File: src/rtl/tcb_frame_feeder.sv
`default_nettype none
// ============================================================================
// Module   : tcb_frame_feeder
// Brief    : Packs a 121-beat AXI-Stream byte image for the TCB classifier
//            core, starts it, waits for done and returns the class as a
//            single-beat stream. Optional macro TCB_FEEDER_TLAST_CHECK_EN
//            discards frames whose tlast does not line up with beat 120.
// Revision : 1.0 - initial release
// ============================================================================
module tcb_frame_feeder #(
    parameter int N_PIX = 121,
    parameter int PIX_W = 8
) (
    input  logic                     clk,
    input  logic                     rst,
    input  logic [PIX_W-1:0]         s_axis_tdata,
    input  logic                     s_axis_tvalid,
    input  logic                     s_axis_tlast,
    output logic                     s_axis_tready,
    output logic [N_PIX*PIX_W-1:0]   img_source,
    output logic                     valid_top,
    input  logic                     ready_top,
    input  logic [7:0]               number,
    output logic [7:0]               m_axis_tdata,
    output logic                     m_axis_tvalid,
    output logic                     m_axis_tlast,
    input  logic                     m_axis_tready,
    output logic                     frame_err
);

    localparam int               c_cnt_w     = $clog2(N_PIX);
    localparam logic [c_cnt_w-1:0] c_last_slot = c_cnt_w'(N_PIX - 1);

    localparam logic [1:0] S_LOAD = 2'd0;
    localparam logic [1:0] S_FIRE = 2'd1;
    localparam logic [1:0] S_WAIT = 2'd2;
    localparam logic [1:0] S_SEND = 2'd3;

    logic [1:0]               r_state;
    logic [1:0]               w_next;
    logic [c_cnt_w-1:0]       r_cnt;
    logic [N_PIX*PIX_W-1:0]   r_img;
    logic                     r_valid_top;
    logic [7:0]               r_m_tdata;
    logic                     r_m_tvalid;
    logic                     w_accept;
    logic                     w_last_slot;
    logic                     w_cnt_clear;

    assign w_accept    = s_axis_tvalid && s_axis_tready;
    assign w_last_slot = (r_cnt == c_last_slot);

`ifdef TCB_FEEDER_TLAST_CHECK_EN
    logic w_discard;
    logic r_frame_err;

    // A frame is good only when tlast and the final slot coincide.
    assign w_discard   = w_accept && (w_last_slot != s_axis_tlast);
    assign w_cnt_clear = w_last_slot || s_axis_tlast;

    always_ff @(posedge clk or negedge rst) begin
        if (!rst) begin
            r_frame_err <= 1'b0;
        end else begin
            r_frame_err <= w_discard;
        end
    end

    assign frame_err = r_frame_err;
`else
    assign w_cnt_clear = w_last_slot;
    // tlast carries no meaning in this build; ANDing with zero keeps it referenced.
    assign frame_err   = s_axis_tlast & 1'b0;
`endif

    always_ff @(posedge clk or negedge rst) begin
        if (!rst) begin
            r_state <= S_LOAD;
        end else begin
            r_state <= w_next;
        end
    end

    always_comb begin
        w_next = r_state;
        case (r_state)
            S_LOAD: begin
`ifdef TCB_FEEDER_TLAST_CHECK_EN
                if (w_accept && w_last_slot && !w_discard) begin
                    w_next = S_FIRE;
                end
`else
                if (w_accept && w_last_slot) begin
                    w_next = S_FIRE;
                end
`endif
            end
            S_FIRE:  w_next = S_WAIT;
            S_WAIT:  if (ready_top) w_next = S_SEND;
            S_SEND:  if (m_axis_tready) w_next = S_LOAD;
            default: w_next = S_LOAD;
        endcase
    end

    // Only input-side handshake is combinational; rst gating keeps it low in reset.
    always_comb begin
        s_axis_tready = 1'b0;
        if (rst && (r_state == S_LOAD)) begin
            s_axis_tready = 1'b1;
        end
    end

    always_ff @(posedge clk or negedge rst) begin
        if (!rst) begin
            r_cnt       <= '0;
            r_img       <= '0;
            r_valid_top <= 1'b0;
            r_m_tdata   <= 8'h00;
            r_m_tvalid  <= 1'b0;
        end else begin
            if (w_accept) begin
                r_img[int'(r_cnt) * PIX_W +: PIX_W] <= s_axis_tdata;
                r_cnt <= w_cnt_clear ? '0 : r_cnt + 1'b1;
            end
            r_valid_top <= (w_next == S_FIRE);
            r_m_tvalid  <= (w_next == S_SEND);
            if ((r_state == S_WAIT) && ready_top) begin
                r_m_tdata <= number;
            end
        end
    end

    assign img_source    = r_img;
    assign valid_top     = r_valid_top;
    assign m_axis_tdata  = r_m_tdata;
    assign m_axis_tvalid = r_m_tvalid;
    assign m_axis_tlast  = r_m_tvalid;

endmodule
`default_nettype wire

File: config.mk
export PLATFORM = sky130hd
export DESIGN_NAME = tcb_frame_feeder
export DESIGN_NICKNAME = d
export VERILOG_FILES = /design/src/rtl/tcb_frame_feeder.sv
export SDC_FILE = /design/constraint.sdc
export NUM_CORES = 1
export LEC_CHECK = 0
export ABC_CLOCK_PERIOD_IN_PS = 8210
export BUFFER_PORTS_ARGS = -buffer_cell sky130_fd_sc_hd__buf_2
export CAP_MARGIN = 10
export CORE_AREA = 2 2 394 396
export CTS_CLUSTER_SIZE = 20
export DETAILED_ROUTE_END_ITERATION = 6
export DIE_AREA = 0 0 396 398
export SYNTH_ARGS = -nofsm -noshare
export SYNTH_HDL_FRONTEND = slang
export SYNTH_SLANG_ARGS = --single-unit
export TNS_END_PERCENT = 10
File: constraint.sdc
create_clock -name clk -period 8.21 [get_ports clk]
set_clock_uncertainty 0.05 [all_clocks]
set_input_delay 1.642 -clock clk [delete_from_list [all_inputs] [get_ports clk]]
set_output_delay 1.642 -clock clk [all_outputs]
set_load 0.01 [all_outputs]
==> qor.csv <==
metric,value,unit
status,"complete, no violations",
post_drt_wl_per_cell,28.61,µm
dieArea,157600,µm²
htree_num_levels,3,
fin_tns_setup,0,ns
r2r-end,img_source[463]$_DFFE_PN0P_,
post-place-ws,1.663,ns
final_hold_viol_count,0,
grt_max_degree,148,
place.gp.congestion,0.8592,
first_iter_violations,2682,
cp.required,8.81,ns
cts_root_buf,clkbuf_16,
synthCells,3290,
crit_type,flop to flop,
fmax,157.1,MHz
synth_area_leader_cell,dfrtp_1,
crit_cells,10,
synth_top_area_share,61.23,%
cts_buffer_depth,3,
synth.avg_cell_area,12.26,µm²
crit_family,simple AND/OR/NAND/NOR gates,
min_period,6.364,ns
postRouteAntennaNets,0,
min_path_type,flop to flop,
dr.pass1.iters,5,
post_cts_resized,0,
multi_input_area,14770,µm²
drc_errors,0,
cp_slowest_cell,ha_1,
die_h,398,µm
grt_pass1_vias,31900,
die_w,396,µm
tightest_slew,1.180,ns
post-route-period-util,77.51,%
cts_tree,done,
antenna_found_initial,13,
maxSlewViolCount,0,
synth.net_count,3315,
postCtsHoldBufs,0,
cts_buffers,110,
synth_enable_flop_cells,0,
postCtsSetupBuffers,0,
start_kind,flop,
crit_end,img_source[463]$_DFFE_PN0P_,
clk_pin_slew,0.06,ns
final_nets,4289,
port_buffers,1000,
rows,144,
clk_latency,0.74,ns
netlist-cell-type-count,76,
ys_warn_count,0,
routed_wl,183.4,mm
core_area,153300,µm²
yosys-top-cells-area,"dfrtp_1 61%, mux2_2 15%, o21ai_0 4.5%",
pin_count,1003,
r2r_slack,1.85,ns
max-slew-margin-rel,21.28,%
netlist_area,40330,µm²
start_util,26.31,%
ys_seq_elements,987,
synthFlopType,dfrtp_1,
async_reset_ff_share,100.0,%
area_delta_synth_final,28.27,%
setup_ws,1.846,ns
drive_above_1_share,43.47,%
grt_pass1_wl,252.2,mm
hpwlAfterDp,135.6,mm
cpPeakStageDelay,0.89,ns
worst-path-buf-inv,2,
rsz0062_at_grt,no,
p_per_area,264.9,nW/µm²
gr-total-overflow,0,
clock-sinks,987,
detail_route.vias_per_cell,4.992,
crit_chain,inv_1 -> ha_1 -> or4b_2 -> nor2_1 -> ha_1 -> inv_1 -> nor2_4 -> o211a_1 -> nand4_1 -> mux2_2,
seq_area,24700,µm²
setup_viol,0,
cap_viol_max_count,0,
vias,32010,
crit_fanout,22,
grt.total_usage,22.54,%
reg2reg_depth,10,
fillers,15400,
vdd_drop_max,0.1714,mV
endpoint_kind,flop,
critPathLaunch,r_cnt[1]$_DFFE_PN0P_,
p_leak,26.68,nW
seq_area_frac_synth,61.23,%
r2r-start,r_cnt[1]$_DFFE_PN0P_,
crit_arrival,6.96,ns
worst reg2reg max path, stage by stage, from the launching register on:
cell,delay [ns]
dfrtp_1,0.52
inv_1,0.14
ha_1,0.68
or4b_2,0.68
nor2_1,0.12
ha_1,0.89
inv_1,0.50
nor2_4,0.61
o211a_1,0.71
nand4_1,0.80
mux2_2,0.57
where the power goes:
group          leakage, nW  internal, mW  switching, mW  total [mW]
Combinational         11.2         0.608           2.72        3.33
Clock                 1.89          3.10           2.18        5.28
Sequential            13.5          5.00          0.102        5.10
cell usage after synthesis (all sizes together), types with 3 or more instances:
master / number
buf: 62
nor2: 190
mux2: 541
or3: 5
o21a: 3
o211ai: 5
o31ai: 226
a21boi: 3
nor3b: 5
o41ai: 15
nand3b: 4
o22ai: 3
and3: 17
nand4: 3
or4: 4
and2: 33
nand4bb: 3
o2111ai: 26
xnor2: 3
nand2: 335
nor4: 6
nor2b: 5
dfrtp: 987
a21o: 3
or2: 21
ha: 3
inv: 45
a21oi: 3
clkbuf: 150
nand3: 100
mux2i: 42
nand2b: 9
nor3: 39
o21ai: 370
cell type report:
type / instances / share of cell area, %
antenna: 9 / 0.04353
tap: 2044 / 4.943
clock inverter: 39 / 1.291
clock buffer: 168 / 6.264
timing repair buffer: 1074 / 10.83
sequential: 987 / 47.74
multi-input combinational: 2046 / 28.56
inverter: 45 / 0.3265
state kept, by name (all words and copies together), names as in the netlist:
signal / flops
img_source: 968
m_axis_tdata: 8
r_cnt: 7
r_state: 2
m_axis_tlast: 1
valid_top: 1
cell usage in the layout (no fill, tap or decap), types with 14 or more instances in the layout:
| cell type | instances |
|---|---|
| and2_1 | 30 |
| mux2i_1 | 41 |
| o2111ai_2 | 14 |
| o31ai_1 | 224 |
| o21ai_0 | 363 |
| clkbuf_8 | 27 |
| and3_1 | 17 |
| nor3_1 | 35 |
| clkbuf_1 | 31 |
| nor2_2 | 29 |
| nand2_1 | 333 |
| inv_1 | 45 |
| buf_4 | 76 |
| nand3_1 | 92 |
| dfrtp_1 | 987 |
| nor2_1 | 159 |
| o41ai_1 | 15 |
| mux2_2 | 536 |
| buf_2 | 995 |
| clkbuf_16 | 110 |
layer usage:
layer / up-vias / global-route usage [%] / routed length [µm]
met2: 1368 / 35.81 / 85230
met5: - / 0 / 28
met4: 4 / 9.200 / 7701
li1: 13730 / - / -
met3: 323 / 5.617 / 12880
met1: 16590 / 29.33 / 77600
metrics by stage:
stage                     cell area [µm²]  utilization (%)  total power, mW  instances  hold WS (ns)
after floorplan                     40330                -            6.802       3290        0.4615
after global placement              47800            31.17            8.524       6195        0.4030
after detailed placement            47800            31.17            8.545       6195        0.4107
after CTS                           51710            33.72            13.85       6402        0.4240
after global routing                51710            33.73            14.22       6403        0.4393
final                               51740            33.74            13.71       6412        0.4180
cell families after synthesis:
logic type / count (synthesis) / synth area share [%]
AND/OR/NAND/NOR: 787 / 9.173
flip-flops: 987 / 61.23
other: 1 / 0.009297
XOR/XNOR: 5 / 0.1086
multiplexers: 583 / 16.15
buffers and inverters: 257 / 2.615
adder cells (fa/ha/maj): 3 / 0.09307
AO/OA/AOI/OAI: 667 / 10.62
worst min-delay path by stage:
stage                             endpoint  slack, ns  depth (start not counted)                   startpoint
6_report       img_source[329]$_DFFE_PN0P_       0.42                          2  img_source[329]$_DFFE_PN0P_
5_1_grt        img_source[498]$_DFFE_PN0P_       0.44                          2  img_source[498]$_DFFE_PN0P_
4_1_cts        img_source[282]$_DFFE_PN0P_       0.42                          2  img_source[282]$_DFFE_PN0P_
3_5_place_dp   img_source[945]$_DFFE_PN0P_       0.41                          2  img_source[945]$_DFFE_PN0P_
3_3_place_gp   img_source[946]$_DFFE_PN0P_       0.40                          2  img_source[946]$_DFFE_PN0P_
2_1_floorplan  img_source[944]$_DFFE_PN0P_       0.46                          2  img_source[944]$_DFFE_PN0P_
Power figures use the tool's default switching activity.
